### config.mk
export PLATFORM = sky130hd
export DESIGN_NAME = washer_actuator_driver_flat
export DESIGN_NICKNAME = d
export VERILOG_FILES = /design/src/rtl/washer_actuator_driver_if.sv /design/src/rtl/washer_actuator_driver.sv /design/src/flat_wrapper.sv
export SDC_FILE = /design/constraint.sdc
export NUM_CORES = 1
export LEC_CHECK = 0
export CAP_MARGIN = 10
export CORE_ASPECT_RATIO = 1.4
export CORE_MARGIN = 3
export CORE_UTILIZATION = 44
export DETAILED_ROUTE_END_ITERATION = 8
export PLACE_DENSITY = 0.77
export SLEW_MARGIN = 20
export SYNTH_ARGS = -nofsm -noshare
export SYNTH_HDL_FRONTEND = slang
export SYNTH_SLANG_ARGS = --single-unit
### constraint.sdc
create_clock -name clk -period 2.6 [get_ports clk]
set_input_delay 0.52 -clock clk [delete_from_list [all_inputs] [get_ports clk]]
set_output_delay 0.52 -clock clk [all_outputs]
set_load 0.05 [all_outputs]
### src/rtl/washer_actuator_driver_if.sv
// Bundle of controller commands and gated actuator outputs for the washer
// actuator driver.
//   master : controller/plant side; drives commands, observes actuator pins
//   slave  : driver side; consumes commands, drives actuator pins and fault
// Commands : zheng, fan, inlet, drain, dry, emergency, fault_clr
// Outputs  : mot_fwd, mot_rev, inlet_o, drain_o, dry_o, fault, fault_code[1:0]
interface washer_actuator_driver_if;
  logic       zheng;
  logic       fan;
  logic       inlet;
  logic       drain;
  logic       dry;
  logic       emergency;
  logic       fault_clr;
  logic       mot_fwd;
  logic       mot_rev;
  logic       inlet_o;
  logic       drain_o;
  logic       dry_o;
  logic       fault;
  logic [1:0] fault_code;

  modport master (
    output zheng, fan, inlet, drain, dry, emergency, fault_clr,
    input  mot_fwd, mot_rev, inlet_o, drain_o, dry_o, fault, fault_code
  );

  modport slave (
    input  zheng, fan, inlet, drain, dry, emergency, fault_clr,
    output mot_fwd, mot_rev, inlet_o, drain_o, dry_o, fault, fault_code
  );
endinterface

### src/rtl/washer_actuator_driver.sv
// Safe output stage between the washer controller and its actuators.
// Enforces motor dead time on any stop/reversal, the inlet/drain interlock,
// an inlet-overflow watchdog and a latched, prioritised fault.
//   clk        : rising-edge clock
//   rst        : asynchronous active-low reset
//   bus.slave  : commands in (zheng, fan, inlet, drain, dry, emergency,
//                fault_clr); registered outputs (mot_fwd, mot_rev, inlet_o,
//                drain_o, dry_o, fault, fault_code: 00 none, 01 direction
//                conflict, 10 inlet timeout, 11 emergency)
module washer_actuator_driver #(
  parameter int unsigned DEAD_CYC  = 8,
  parameter int unsigned INLET_MAX = 600,
  parameter int unsigned CNT_W     = 10
) (
  input  logic                      clk,
  input  logic                      rst,
  washer_actuator_driver_if.slave   bus
);

  typedef enum logic [1:0] {M_IDLE, M_FWD, M_REV, M_DEAD} mstate_e;

  localparam logic [CNT_W-1:0] CNT_ONE   = CNT_W'(1);
  localparam logic [CNT_W-1:0] DEAD_LOAD = CNT_W'(DEAD_CYC - 1);
  localparam logic [CNT_W-1:0] WDG_LAST  = CNT_W'(INLET_MAX - 1);

  mstate_e          state_q, state_d;
  logic [CNT_W-1:0] dcnt_q, dcnt_d;
  logic [CNT_W-1:0] wcnt_q, wcnt_d;
  logic             fault_q, fault_d;
  logic [1:0]       code_q, code_d;
  logic             mot_fwd_q, mot_fwd_d;
  logic             mot_rev_q, mot_rev_d;
  logic             inlet_o_q, inlet_o_d;
  logic             drain_o_q, drain_o_d;
  logic             dry_o_q, dry_o_d;

  logic       both_dir;
  logic       clear_ok;
  logic [1:0] new_code;

  always_comb begin
    both_dir = bus.zheng && bus.fan;
    clear_ok = bus.fault_clr && !bus.emergency && !both_dir;

    // Codes are numerically ordered by priority, so the highest source wins
    // and a latched code is only replaced by a larger one.
    new_code = 2'b00;
    if (bus.emergency)
      new_code = 2'b11;
    else if (inlet_o_q && (wcnt_q == WDG_LAST))
      new_code = 2'b10;
    else if ((state_q == M_IDLE) && both_dir)
      new_code = 2'b01;

    fault_d = fault_q;
    code_d  = code_q;
    if (fault_q && clear_ok) begin
      fault_d = 1'b0;
      code_d  = '0;
    end else if (new_code != 2'b00) begin
      fault_d = 1'b1;
      if (new_code > code_q)
        code_d = new_code;
    end

    state_d = state_q;
    dcnt_d  = dcnt_q;
    unique case (state_q)
      M_IDLE: begin
        if (!fault_d) begin
          if (bus.zheng && !bus.fan)
            state_d = M_FWD;
          else if (bus.fan && !bus.zheng)
            state_d = M_REV;
        end
      end
      M_FWD: begin
        if (fault_d || !(bus.zheng && !bus.fan)) begin
          state_d = M_DEAD;
          dcnt_d  = DEAD_LOAD;
        end
      end
      M_REV: begin
        if (fault_d || !(bus.fan && !bus.zheng)) begin
          state_d = M_DEAD;
          dcnt_d  = DEAD_LOAD;
        end
      end
      M_DEAD: begin
        if (dcnt_q == '0)
          state_d = M_IDLE;
        else
          dcnt_d = dcnt_q - CNT_ONE;
      end
      default: state_d = M_IDLE;
    endcase

    mot_fwd_d = (state_d == M_FWD);
    mot_rev_d = (state_d == M_REV);
    inlet_o_d = bus.inlet && !bus.drain && !fault_d;
    drain_o_d = bus.drain && !fault_d;
    dry_o_d   = bus.dry && !bus.inlet && !fault_d;

    // Counts edges the inlet has stayed open; restarts whenever it closes.
    wcnt_d = (inlet_o_d && inlet_o_q) ? (wcnt_q + CNT_ONE) : '0;
  end

  always_ff @(posedge clk or negedge rst) begin
    if (!rst) begin
      state_q   <= M_IDLE;
      dcnt_q    <= '0;
      wcnt_q    <= '0;
      fault_q   <= 1'b0;
      code_q    <= '0;
      mot_fwd_q <= 1'b0;
      mot_rev_q <= 1'b0;
      inlet_o_q <= 1'b0;
      drain_o_q <= 1'b0;
      dry_o_q   <= 1'b0;
    end else begin
      state_q   <= state_d;
      dcnt_q    <= dcnt_d;
      wcnt_q    <= wcnt_d;
      fault_q   <= fault_d;
      code_q    <= code_d;
      mot_fwd_q <= mot_fwd_d;
      mot_rev_q <= mot_rev_d;
      inlet_o_q <= inlet_o_d;
      drain_o_q <= drain_o_d;
      dry_o_q   <= dry_o_d;
    end
  end

  assign bus.mot_fwd    = mot_fwd_q;
  assign bus.mot_rev    = mot_rev_q;
  assign bus.inlet_o    = inlet_o_q;
  assign bus.drain_o    = drain_o_q;
  assign bus.dry_o      = dry_o_q;
  assign bus.fault      = fault_q;
  assign bus.fault_code = code_q;

endmodule
### src/flat_wrapper.sv
// flat-port wrapper written by rule: the top's interface ports become plain ports
module washer_actuator_driver_flat 
#(
  parameter int unsigned DEAD_CYC  = 8,
  parameter int unsigned INLET_MAX = 600,
  parameter int unsigned CNT_W     = 10
)
  (clk, rst, bus_zheng, bus_fan, bus_inlet, bus_drain, bus_dry, bus_emergency, bus_fault_clr, bus_mot_fwd, bus_mot_rev, bus_inlet_o, bus_drain_o, bus_dry_o, bus_fault, bus_fault_code);
  washer_actuator_driver_if bus_i ();
  input  logic clk;
  input  logic rst;
  input wire logic [$bits(bus_i.zheng)-1:0] bus_zheng;
  input wire logic [$bits(bus_i.fan)-1:0] bus_fan;
  input wire logic [$bits(bus_i.inlet)-1:0] bus_inlet;
  input wire logic [$bits(bus_i.drain)-1:0] bus_drain;
  input wire logic [$bits(bus_i.dry)-1:0] bus_dry;
  input wire logic [$bits(bus_i.emergency)-1:0] bus_emergency;
  input wire logic [$bits(bus_i.fault_clr)-1:0] bus_fault_clr;
  output wire logic [$bits(bus_i.mot_fwd)-1:0] bus_mot_fwd;
  output wire logic [$bits(bus_i.mot_rev)-1:0] bus_mot_rev;
  output wire logic [$bits(bus_i.inlet_o)-1:0] bus_inlet_o;
  output wire logic [$bits(bus_i.drain_o)-1:0] bus_drain_o;
  output wire logic [$bits(bus_i.dry_o)-1:0] bus_dry_o;
  output wire logic [$bits(bus_i.fault)-1:0] bus_fault;
  output wire logic [$bits(bus_i.fault_code)-1:0] bus_fault_code;
  assign bus_i.zheng = bus_zheng;
  assign bus_i.fan = bus_fan;
  assign bus_i.inlet = bus_inlet;
  assign bus_i.drain = bus_drain;
  assign bus_i.dry = bus_dry;
  assign bus_i.emergency = bus_emergency;
  assign bus_i.fault_clr = bus_fault_clr;
  assign bus_mot_fwd = bus_i.mot_fwd;
  assign bus_mot_rev = bus_i.mot_rev;
  assign bus_inlet_o = bus_i.inlet_o;
  assign bus_drain_o = bus_i.drain_o;
  assign bus_dry_o = bus_i.dry_o;
  assign bus_fault = bus_i.fault;
  assign bus_fault_code = bus_i.fault_code;
  washer_actuator_driver #(.DEAD_CYC(DEAD_CYC), .INLET_MAX(INLET_MAX), .CNT_W(CNT_W)) u_core (.clk(clk), .rst(rst), .bus(bus_i));
endmodule
==> flow_summary_export.csv, run 1 <==
group,metric,value,unit
run_status,outcome,"finished, final reports clean",
floorplan,core-area,3240,um^2
logic_synthesis,synth_compound_gate_area_share,0.171,
routing,via_count,1318,
routing,drt_iter0_drc,29,
logic_synthesis,syn-num-nets,168,
place,place_congestion,0.832,
power_and_ir_drop,combPwrFrac,0.208,
logic_synthesis,netlist_area,1550,um^2
sta,fmax,410,MHz
worst_setup_path,crit_path_max_incr_delay,0.52,ns
cts,cts_hold_buf,0,
sta,tightest_slew,0.628,ns
logic_synthesis,ys_seq_area_frac,0.483,
layout,fin_util,0.605,
routing,wl_per_cell,15.8,um
sta,rsz0062_at_grt,"no",
logic_synthesis,synth-seq-cells,30,
logic_synthesis,synth_top_flop_cell,"dfrtp_1",
logic_synthesis,yosysWarnings,0,
floorplan,die_w,56.2,um
sta,relSlewSlack,0.579,
place,dpl_cell_area,1840,um^2
logic_synthesis,synth_edf_count,0,
routing,first_pass_iters,4,
power_and_ir_drop,netSwitchingPower,0.350,mW
layout,drive_gt1_frac,0.169,
global_route,grt_pass1_vias,1411,
cts,cts_sinks,30,
cts,numCtsBuffers,5,
layout,diodes,0,
cts,cts_tree,"built",
layout,fill_cells,268,
power_and_ir_drop,p_seq_frac,0.409,
routing,postRouteAntennaNets,0,
logic_synthesis,syn_area_per_cell,10.0,um^2
worst_setup_path,cp_common_cell,"buf_4",
logic_synthesis,synthAdderAreaFrac,0.0322,
place,hpwlAfterDp,2620,um
sta,slew_violations,0,
floorplan,pin_count,17,
worst_setup_path,crit_buf_inv,3,
logic_synthesis,muxShareOfSynthArea,0.00725,
floorplan,die_h,76.3,um
worst_setup_path,critPathSlowestCell,"clkdlybuf4s50_1",
cts,clk_pin_slew,0.07,ns
global_route,grt_start_max_net_pins,31,
global_route,grt_use_total,0.185,
sta,fin_setup_tns,0,ns
global_route,grt_pass1_wl,6230,um
logic_synthesis,synth_cell_types,44,
sta,fin_crit_sh,0.937,
floorplan,rows,24,
worst_setup_path,crit_type,"in -> reg",
cts,clock_path_buffers,2,
cts,clk_latency,0.28,ns
layout,layout_commonest_cell,"dfrtp_1",
layout,nets,201,
global_route,antenna_found_initial,0,
power_and_ir_drop,switching_share,0.285,
power_and_ir_drop,leakagePower,0.802,nW
worst_setup_path,crit_required,2.77,ns
logic_synthesis,yosys.area_share.simple,0.226,
routing,drc,0,
sta,skew,0.00582,ns
routing,via_per_inst,5.78,
sta,hold_viol,0,
floorplan,initial_core_util,0.479,
power_and_ir_drop,ir_worst_vdd,0.000674,V
layout,design_area,1960,um^2
logic_synthesis,syn_inst,155,
sta,holdWs,0.500,ns
logic_synthesis,synth_top_family_by_area,"simple AND/OR/NAND/NOR gates",
power_and_ir_drop,power.total,1.23,mW
worst_setup_path,crit_chain,"clkdlybuf4s50_1 > nor4bb_1 > a2111oi_0 > buf_4 > a22o_4 > or2_4 > buf_4 > a221o_1",
logic_synthesis,synth_xor_area_frac,0.0451,
worst_setup_path,worst_setup_path_end_kind,"flop",
global_route,overflow,0,
layout,layout_common_cells,"dfrtp_1 (30), nor2_1 (17), clkdlybuf4s50_1 (16)",
worst_setup_path,cp_max_fo,4,
routing,drt_wl_total,3600,um
place,io_buffer_count,16,
power_and_ir_drop,p_per_area,625,nW/um^2
layout,syn_to_final_growth,26.4,%
sta,period_minus_slack,2.44,ns
floorplan,dieArea,4290,um^2
run,maxCapViolations,0,
worst_setup_path,crit_arrival,2.61,ns
power_and_ir_drop,intPower,0.877,mW
sta,finalSetupViolCount,0,
power_and_ir_drop,p_clk_frac,0.384,
cts,htreeDepth,2,
cts,cts.root.buffer_cell,"clkbuf_8",
logic_synthesis,async_flop_share,1.00,
worst_setup_path,cp_top_family,"buffers and inverters",
worst_setup_path,worst_setup_path_start_kind,"primary input",
worst_hold_path,min_path_type,"reg -> reg",
## metal layers
layer  routed length (um)  GRT usage  up-vias
li1                     -          -      628
met1                 1440      0.200      643
met2                 1910      0.319       35
met3                  158     0.0576       12
met4                  102     0.0903        0
met5                    0          0        -
## metrics by stage
stage	setup slack, ns	instances
3_5_place_dp	-0.0941	220
2_1_floorplan	0.164	155
3_3_place_gp	-0.0338	220
4_1_cts	0.0120	228
6_report	0.164	228
5_1_grt	0.0299	228
## worst paths after layout
check                      cells past startpoint  slack [ns]              from                       end
hold reg to reg                                1        0.50  u_core.wcnt_q[0]          u_core.wcnt_q[0]
max in group asynchronous                      2        1.71               rst          u_core.wcnt_q[1]
setup reg to reg                              10        0.17  u_core.wcnt_q[0]  u_core.bus.fault_code[0]
hold / removal                                 1        0.50  u_core.wcnt_q[0]          u_core.wcnt_q[0]
setup / recovery                               8        0.16         bus_zheng          u_core.dcnt_q[4]
min in group asynchronous                      2        0.62               rst        u_core.bus.mot_fwd
## Yosys cell counts, types with 2 or more instances
cell type | n | share of area
xor2_1 | 5 | 0.028
or4_1 | 2 | 0.0097
and3_1 | 3 | 0.012
nand4bb_1 | 2 | 0.015
a21oi_1 | 8 | 0.026
inv_1 | 6 | 0.015
or2_2 | 2 | 0.0081
o31a_1 | 2 | 0.011
nor3_1 | 5 | 0.016
nor3b_1 | 2 | 0.0097
nor2_1 | 17 | 0.041
nand3_1 | 3 | 0.0097
o31ai_1 | 7 | 0.034
nor2b_1 | 2 | 0.0081
xnor2_1 | 3 | 0.017
o22ai_1 | 2 | 0.0081
ha_1 | 4 | 0.032
a211oi_1 | 3 | 0.015
dfrtp_1 | 30 | 0.48
o21ai_0 | 6 | 0.019
nand2b_1 | 2 | 0.0081
buf_2 | 4 | 0.013
nand4b_1 | 2 | 0.011
nand2_1 | 13 | 0.031
## cells by family after synthesis
logic type      Yosys count
fa+ha+maj                 4
mux                       1
simple gates             64
xor+xnor                  8
compound gates           37
flops                    30
buf+inv                  11
## power groups by stage
stage / registers, mW / clock network [mW] / logic, mW
after floorplan: 0.577 / 0 / 0.0736
after global placement: 0.510 / 0 / 0.239
after detailed placement: 0.510 / 0 / 0.251
after CTS: 0.501 / 0.480 / 0.254
after global routing: 0.504 / 0.507 / 0.274
final: 0.502 / 0.470 / 0.255
## sequential cells by signal, summed over array words and instances (netlist names)
name	count
u_core.state_q	2
u_core.bus.mot_rev	1
u_core.bus.inlet_o	1
u_core.dcnt_q	10
u_core.bus.mot_fwd	1
u_core.bus.drain_o	1
u_core.bus.fault_code	2
u_core.bus.fault	1
u_core.wcnt_q	10
u_core.bus.dry_o	1
## worst reg2reg max path: stages, from the launching register on
cell and delay, ns:
dfrtp_1 0.39, ha_2 0.23, nand4b_1 0.10, or4_4 0.51, or2b_1 0.19, ha_1 0.23
nor2b_1 0.13, o21ai_1 0.18, buf_4 0.16, o22ai_1 0.07, o31a_1 0.11
## layout make-up
type                    instances  area [um^2]  share of cell area
clock inverters                 3         45.0              0.0229
inverters                       6         22.5              0.0115
multi-input cells             114          754               0.384
clock buffers                   5         68.8              0.0351
repair buffers                 31          273               0.139
well taps                      39         48.8              0.0249
flip-flops and latches         30          751               0.382
## timing repair
action	4_1_cts	5_1_grt
gates resized for setup	0	3
endpoints found under the setup margin	0	2
buffers inserted	0	0
Power figures use the tool's default switching activity.
==> run 2: changes to the inputs <==
--- a/config.mk
+++ b/config.mk
@@ -11,6 +11,7 @@
 export CORE_UTILIZATION = 44
 export DETAILED_ROUTE_END_ITERATION = 8
 export PLACE_DENSITY = 0.77
+export RECOVER_POWER = 25
 export SLEW_MARGIN = 20
 export SYNTH_ARGS = -nofsm -noshare
 export SYNTH_HDL_FRONTEND = slang
==> flow_summary_export.csv, run 2 (synthesis results as in run 1) <==
group,metric,value,unit
floorplan,die_w,56.2,um
global_route,grt_use_total,0.185,
floorplan,die_h,76.3,um
cts,clock_path_buffers,2,
layout,nets,201,
layout,drive_gt1_frac,0.164,
floorplan,dieArea,4290,um^2
floorplan,initial_core_util,0.479,
routing,via_per_inst,5.78,
sta,period_minus_slack,2.44,ns
run_status,outcome,"complete, but fails checks",
global_route,grt_pass1_vias,1411,
place,hpwlAfterDp,2620,um
cts,clk_latency,0.28,ns
floorplan,pin_count,17,
worst_setup_path,critPathSlowestCell,"clkdlybuf4s50_1",
place,io_buffer_count,16,
worst_setup_path,worst_setup_path_end_kind,"flop",
layout,diodes,0,
power_and_ir_drop,p_per_area,625,nW/um^2
layout,layout_common_cells,"dfrtp_1 (30), nor2_1 (17), clkdlybuf4s50_1 (15)",
cts,numCtsBuffers,5,
sta,skew,0.00582,ns
place,place_congestion,0.832,
worst_setup_path,cp_max_fo,4,
place,numPlacedInstances,220,
worst_hold_path,hold_start,"u_core.wcnt_q[0]",
worst_setup_path,crit_required,2.77,ns
routing,drc,0,
layout,syn_to_final_growth,26.2,%
layout,fin_cells,228,
sta,fmax,410,MHz
power_and_ir_drop,power.total,1.23,mW
sta,rsz0062_at_grt,"no",
layout,reg_top3,"u_core.dcnt_q x10, u_core.wcnt_q x10",
layout,seq_area,751,um^2
sta,hold_viol,0,
cts,cts_hold_buf,0,
sta,finalWorstSetupSlack,0.164,ns
sta,fin_crit_sh,0.937,
routing,drt_iter0_drc,29,
cts,cts.root.buffer_cell,"clkbuf_8",
layout,layout_commonest_cell,"dfrtp_1",
routing,first_pass_iters,4,
worst_setup_path,critPathLaunch,"bus_zheng",
worst_hold_path,whs_path_depth,1,
worst_setup_path,crit_type,"in -> reg",
sta,tightest_slew,1.58,ns
layout,fill_cells,268,
worst_setup_path,worst_setup_path_start_kind,"primary input",
cts,cts_tree,"built",
run_status,violations,"capacitance limit, slew limit",
cts,htreeDepth,2,
layout,multi_input_area,754,um^2
sta,relSlewSlack,-0.0514,
global_route,grt_pass1_wl,6230,um
worst_setup_path,r2r_start,"u_core.wcnt_q[0]",
worst_setup_path,cp_common_cell,"buf_4",
power_and_ir_drop,leakagePower,0.798,nW
routing,drt_wl_total,3600,um
routing,wl_per_cell,15.8,um
worst_setup_path,crit_chain,"clkdlybuf4s50_1 > nor4bb_1 > a2111oi_0 > buf_4 > a22o_4 > or2_4 > buf_4 > a221o_1",
place,post-place-ws,-0.0941,ns
routing,via_count,1318,
global_route,antenna_found_initial,0,
floorplan,core-area,3240,um^2
worst_setup_path,rr_worst_depth,10,
cts,clk_pin_slew,0.07,ns
global_route,overflow,0,
sta,finalSetupViolCount,0,
sta,slew_violations,31,
power_and_ir_drop,ir_worst_vdd,0.000674,V
worst_setup_path,crit_arrival,2.61,ns
floorplan,rows,24,
cts,cts_sinks,30,
run,maxCapViolations,1,
worst_hold_path,min_path_type,"reg -> reg",
routing,postRouteAntennaNets,0,
global_route,grt_start_max_net_pins,31,
worst_setup_path,crit_path_max_incr_delay,0.52,ns
layout,fin_util,0.604,
run 2: critical path, delay by kind of cell:
kind                   cells  cell delay, ns
AOI/OAI and AO/OA          3            0.66
buffers and inverters      3            0.82
and+or+nand+nor            2            0.62
run 2: area by class of cell:
class,count,share of cell area
clock buffer,5,0.0351
timing repair buffer,31,0.137
tap,39,0.0249
multi-input combinational,114,0.385
sequential,30,0.383
clock inverter,3,0.0230
inverter,6,0.0115
run 2: layer usage:
layer,GRT usage,share of wire,up-vias
met4,0.0903,0.028,0
met1,0.200,0.40,643
met5,0,0,-
met2,0.319,0.53,35
met3,0.0576,0.043,12
li1,-,-,628
run 2: through the flow:
| stage | TNS [ns] | hold WS [ns] | cell area (um^2) |
|---|---|---|---|
| after floorplan | 0 | 0.224 | 1550 |
| after global placement | -0.0374 | 0.467 | 1840 |
| after detailed placement | -0.273 | 0.486 | 1840 |
| after CTS | 0 | 0.497 | 1960 |
| after global routing | 0 | 0.519 | 1960 |
| final | 0 | 0.500 | 1960 |
run 2: where the power goes:
group | internal, mW | leakage (nW) | total, mW | switching [mW]
sequential | 0.486 | 0.375 | 0.502 | 0.0152
combinational | 0.105 | 0.373 | 0.254 | 0.148
clock | 0.285 | 0.0504 | 0.470 | 0.186
total | 0.876 | 0.798 | 1.23 | 0.350
run 2: final timing paths:
kind	slack (ns)	to
min in group asynchronous	1.16	u_core.bus.mot_fwd
hold / removal	0.50	u_core.wcnt_q[0]
max in group asynchronous	0.53	u_core.wcnt_q[1]
setup / recovery	0.16	u_core.dcnt_q[4]
setup reg to reg	0.17	u_core.bus.fault_code[0]
hold reg to reg	0.50	u_core.wcnt_q[0]
run 2: repair_timing:
item	CTS	global route
setup buffers	0	0
gates resized for setup	0	3
endpoints found under the setup margin	0	2
